### src/rtl/rc_writeback_stage.sv
// Writeback stage of a reconfigurable cell: commits ALU results to the RC output
// register and local RF, sequences multi-cycle ops, and returns registered flags.
module rc_writeback_stage #(
  parameter int unsigned DP_WIDTH    = 32,
  parameter int unsigned N_RF        = 4,
  parameter int unsigned MULT_CYCLES = 2,
  parameter int unsigned BR_ADD_W    = 5
) (
  input  logic                      clk_i,
  input  logic                      rst_i,
  input  logic                      exec_i,
  input  logic [DP_WIDTH-1:0]       alu_res_i,
  input  logic [1:0]                alu_flag_i,
  input  logic                      br_req_i,
  input  logic [BR_ADD_W-1:0]       br_add_i,
  input  logic                      alu_stall_i,
  input  logic                      out_we_i,
  input  logic                      rf_we_i,
  input  logic [$clog2(N_RF)-1:0]   rf_waddr_i,
  input  logic [$clog2(N_RF)-1:0]   rf_raddr_i,
  output logic [DP_WIDTH-1:0]       rf_rdata_o,
  output logic [DP_WIDTH-1:0]       rc_res_o,
  output logic [1:0]                flag_o,
  output logic                      br_req_o,
  output logic [BR_ADD_W-1:0]       br_add_o,
  output logic                      stall_o,
  output logic                      done_o
);

  localparam int unsigned AW    = $clog2(N_RF);
  localparam int unsigned CNT_W = $clog2(MULT_CYCLES) + 1;
  localparam logic        MULTI = 1'(MULT_CYCLES > 1);

  localparam logic [CNT_W-1:0] CNT_LOAD = CNT_W'(MULT_CYCLES - 1);
  localparam logic [CNT_W-1:0] CNT_ONE  = CNT_W'(1);

  typedef enum logic {
    S_IDLE  = 1'b0,
    S_MWAIT = 1'b1
  } state_t;

  typedef struct packed {
    logic          out_we;
    logic          rf_we;
    logic [AW-1:0] waddr;
  } wr_ctl_t;

  state_t              state;
  state_t              state_nxt;
  logic [CNT_W-1:0]    cnt;
  wr_ctl_t             ctl_in;
  wr_ctl_t             ctl_q;
  wr_ctl_t             ctl_commit;
  logic                start;
  logic                commit;
  logic [DP_WIDTH-1:0] rf [N_RF];

  assign ctl_in = '{out_we: out_we_i, rf_we: rf_we_i, waddr: rf_waddr_i};

  // State register
  always_ff @(posedge clk_i) begin
    if (rst_i) begin
      state <= S_IDLE;
    end else begin
      state <= state_nxt;
    end
  end

  // Next-state logic
  always_comb begin
    state_nxt = state;
    case (state)
      S_IDLE: begin
        if (exec_i && alu_stall_i && MULTI) begin
          state_nxt = S_MWAIT;
        end
      end
      S_MWAIT: begin
        if (cnt == CNT_ONE) begin
          state_nxt = S_IDLE;
        end
      end
      default: state_nxt = S_IDLE;
    endcase
  end

  // Decoded control: multiply start, commit strobe, stall and write controls in use
  always_comb begin
    start      = 1'b0;
    commit     = 1'b0;
    stall_o    = 1'b0;
    ctl_commit = ctl_in;
    case (state)
      S_IDLE: begin
        start   = exec_i & alu_stall_i & MULTI;
        commit  = exec_i & ~start;
        stall_o = start;
      end
      S_MWAIT: begin
        stall_o    = (cnt > CNT_ONE);
        commit     = (cnt == CNT_ONE);
        ctl_commit = ctl_q;
      end
      default: begin
        start = 1'b0;
      end
    endcase
  end

  // Multiply countdown and captured write controls
  always_ff @(posedge clk_i) begin
    if (rst_i) begin
      cnt   <= '0;
      ctl_q <= '0;
    end else if (start) begin
      cnt   <= CNT_LOAD;
      ctl_q <= ctl_in;
    end else if (state == S_MWAIT) begin
      cnt <= cnt - CNT_ONE;
    end
  end

  // Result, flag and branch registers; branch and done are single-cycle pulses
  always_ff @(posedge clk_i) begin
    if (rst_i) begin
      rc_res_o <= '0;
      flag_o   <= '0;
      br_req_o <= 1'b0;
      br_add_o <= '0;
      done_o   <= 1'b0;
    end else if (commit) begin
      if (ctl_commit.out_we) begin
        rc_res_o <= alu_res_i;
      end
      flag_o   <= alu_flag_i;
      br_req_o <= br_req_i;
      br_add_o <= br_req_i ? br_add_i : '0;
      done_o   <= 1'b1;
    end else begin
      br_req_o <= 1'b0;
      br_add_o <= '0;
      done_o   <= 1'b0;
    end
  end

  // Local register file; reads see the stored value, never the one being written
  always_ff @(posedge clk_i) begin
    if (rst_i) begin
      for (int unsigned i = 0; i < N_RF; i++) begin
        rf[i] <= '0;
      end
    end else if (commit && ctl_commit.rf_we) begin
      rf[ctl_commit.waddr] <= alu_res_i;
    end
  end

  assign rf_rdata_o = rf[rf_raddr_i];

endmodule

### config.mk
export PLATFORM = sky130hd
export DESIGN_NAME = rc_writeback_stage
export DESIGN_NICKNAME = d
export VERILOG_FILES = /design/src/rtl/rc_writeback_stage.sv
export SDC_FILE = /design/constraint.sdc
export NUM_CORES = 1
export LEC_CHECK = 0
export CAP_MARGIN = 25
export CORE_MARGIN = 4
export CORE_UTILIZATION = 50
export CTS_CLUSTER_DIAMETER = 80
export DETAILED_ROUTE_END_ITERATION = 8
export PLACE_DENSITY = 0.78
export SYNTH_ARGS = -nofsm -noshare
export SYNTH_HDL_FRONTEND = slang
export SYNTH_SLANG_ARGS = --single-unit
### constraint.sdc
create_clock -name clk_i -period 7.1 [get_ports clk_i]
set_input_delay 1.42 -clock clk_i [delete_from_list [all_inputs] [get_ports clk_i]]
set_output_delay 1.42 -clock clk_i [all_outputs]
set_load 0.005 [all_outputs]
==> impl_results.md <==
* Routed vias/inst at ~5.8
* Worst Setup SP: rf_raddr_i[0]
* CP arrival at ~3.2 ns
* Root Driver: clkbuf_16
* MaxCap Viol Count at 0
* Share of cells above drive strength 1 at 13.48%
* Fin crit share at around 64%
* Largest net degree at the start of global routing at 42
* Flop pwr share at about half
* CP endpoint kind: output pin
* CP bufs+invs at 3
* Net switching power at around 520 uW
* Int Power at approximately 1900 uW
* Layout Skew at 0.009416 ns
* Commonest non-fill, non-tap cell in the layout: nor2_1
* CP max stage delay at 0.62 ns
* Slew HR at roughly two fifths
* IO Pins at about 120
* Critical path class: input port to output pin
* Vias in the first global route at between 5000 and 6000
* Warning count from the yosys run at 0
* RSZ-0062 raised after global routing: false
* DRT iter0 DRCs at roughly 470
* Fmax at 0.2188 GHz
* Detailed Place HPWL at about 11 mm
* Setup bufs post-CTS at 0
* # fillers at ~1000
* First-pass GRT wire length at between 20 and 30 mm
* Count of cell types in the netlist at 34
* Sw frac at approximately 22%
* Antenna cells at 0
* Crit-path slowest cell: mux4_2
* Critical path, cell by cell: buf_2 > buf_4 > mux4_2 > clkdlybuf4s50_1
* Min cycle time layout at between 4 and 5 ns
* Initial core utilization at between 50 and 60%
* Syn nets at between 600 and 700
* TritonCTS Buffers at 17
* Clock network power share at about two fifths
* Register area share after synthesis at between 60% and 70%
* DRT Pass-1 Iters at 5
* Min-Delay Startpoint: rc_res_o[8]
* Final #Nets at between 700 and 800
* Syn Inst Count at approximately 570
* Netlist Area Pre-Place at just over 0.007 mm2
* Clock latency on the worst-skew pair at ~0.43 ns
* Area grow syn2layout at 30.26%
* Setup Viol. Count Final at 0
* Die height at 128.1 um
* Worst-path clk slew at approximately 0.060 ns
* WL final at around 18 mm
* Worst Hold Class: flop to flop
* Via count at 5070
* Die area at 0.01641 mm2
* Asr flop ratio synth at 0%
* Ys flop type: edfxtp_1
* Clock buffer depth at 2
* Fin. max-slew vios at 0
* Die W at ~130 um
* Power share of the combinational group at 9.6%
* Total congestion overflow at 0
* CTS tree: yes
* PostCTS Resize Cnt at 0
* Num rows at 43
* Startpoint Class: input port
* Top delay family on crit path: buffers and inverters
* Peak VDD IR at around 0.00017 V
* DR WL/cell at between 20 and 25 um
* DP Area at roughly 0.0087 mm2
* Tot GR Track Use at 22.43%
* Leak at 0.003256 uW
* Worst R2R Start: state
* CP Data Required Time at roughly 5.7 ns
* Number of clock sinks at roughly 180
* Initial antenna violation count at 0
* Setup TNS at 0 ns
* CTS Hold Bufs at 0
* Yosys reg bits at between 150 and 200
* H-tree levels at 4
* Worst Tran Pin Value at slightly below 0.9 ns
* Mapped Avg Cell Area at approximately 13 um2
* Power Dens Cells at between 200 and 300 mW/mm2
* # DRC at 0
* Final instance area at 0.009393 mm2
* Number of synthesized flops with an enable pin at roughly 130
* Core footprint at roughly 0.014 mm2
* Fin. Hold Viols at 0
* Status: finished, final reports clean
* RePlAce Congestion at roughly 0.75
* Port Buf Inserts at between 100 and 150
* Most frequent cells in the layout: nor2_1, edfxtp_1, clkdlybuf4s50_1
* Antenna Nets Post-Route at 0
* CP max FO at 32
[flip-flops by register name (all words and copies together), names as in the netlist, 2 cells and up]
signal	flops
rc_res_o	32
rf	128
ctl_q	4
br_add_o	5
flag_o	2
cnt	2
[routing by layer]
metal	track usage [%]	share of wire, %	vias to the layer above
li1	-	-	2280
met1	27.36	37	2498
met2	38.85	52	262
met3	5.417	8.6	30
met4	8.240	2.0	0
met5	0	0	-
[final timing paths]
check                           depth (start not counted)              to  slack, ns
worst max register to register                          5       rf[1][27]       3.65
worst max-delay path                                    4  rf_rdata_o[12]       2.53
worst min-delay path                                    2     rc_res_o[8]       0.46
worst min register to register                          2     rc_res_o[8]       0.46
[power groups by stage]
stage	clock (uW)	sequential, uW	combinational (uW)
detailed placement	0	1180	230
CTS	1020	1160	232
global route	1060	1160	247
floorplan	0	1180	109
global placement	0	1180	223
finish	1010	1160	231
[tightest hold or removal path, cell delays in order, from the launching register on]
cell and delay [ns]:
dfxtp_1 0.31, nand3_1 0.06, a21oi_1 0.05
[kinds of logic after synthesis]
logic type,Yosys count,share of synthesized area (%)
mux,40,11.14
fa+ha+maj,1,0.1735
buf+inv,46,2.776
simple gates,220,13.12
compound gates,83,6.160
flops,176,66.63
[final cells by class]
type	count	area [um2]	area share (%)
clock buffers	20	467.9	4.982
clock inverters	12	180.2	1.918
inverters	3	11.26	0.1199
repair buffers	135	1394	14.84
flip-flops and latches	176	4805	51.15
multi-input cells	344	2310	24.59
well taps	180	225.2	2.398
[synthesized netlist by cell type, drive strengths merged (2+ instances only)]
cell type	number	share of area, %
o2111ai	2	0.24
a211oi	2	0.21
nor2	132	6.9
and2	2	0.17
and3	7	0.61
nand2	34	1.8
dfxtp	48	13
mux2i	6	0.83
edfxtp	128	53
nand3	37	2.6
clkbuf	24	1.2
a21oi	35	2.4
buf	19	1.4
nor3b	2	0.36
inv	2	0.10
mux2	2	0.31
mux4	32	10
o21ai	42	3.0
[metrics by stage]
stage               utilization (%)  instances  hold WS, ns  power, uW  setup slack, ns
finish                        67.15        870       0.4641       2400            2.530
global route                  67.15        870       0.4838       2473            2.419
CTS                           66.84        868       0.4660       2411            2.491
detailed placement            62.21        836       0.4583       1412            2.430
global placement              61.62        833       0.4488       1403            2.514
floorplan                         -        566       0.4502       1289            2.460
(Power assumes the default switching activity.)
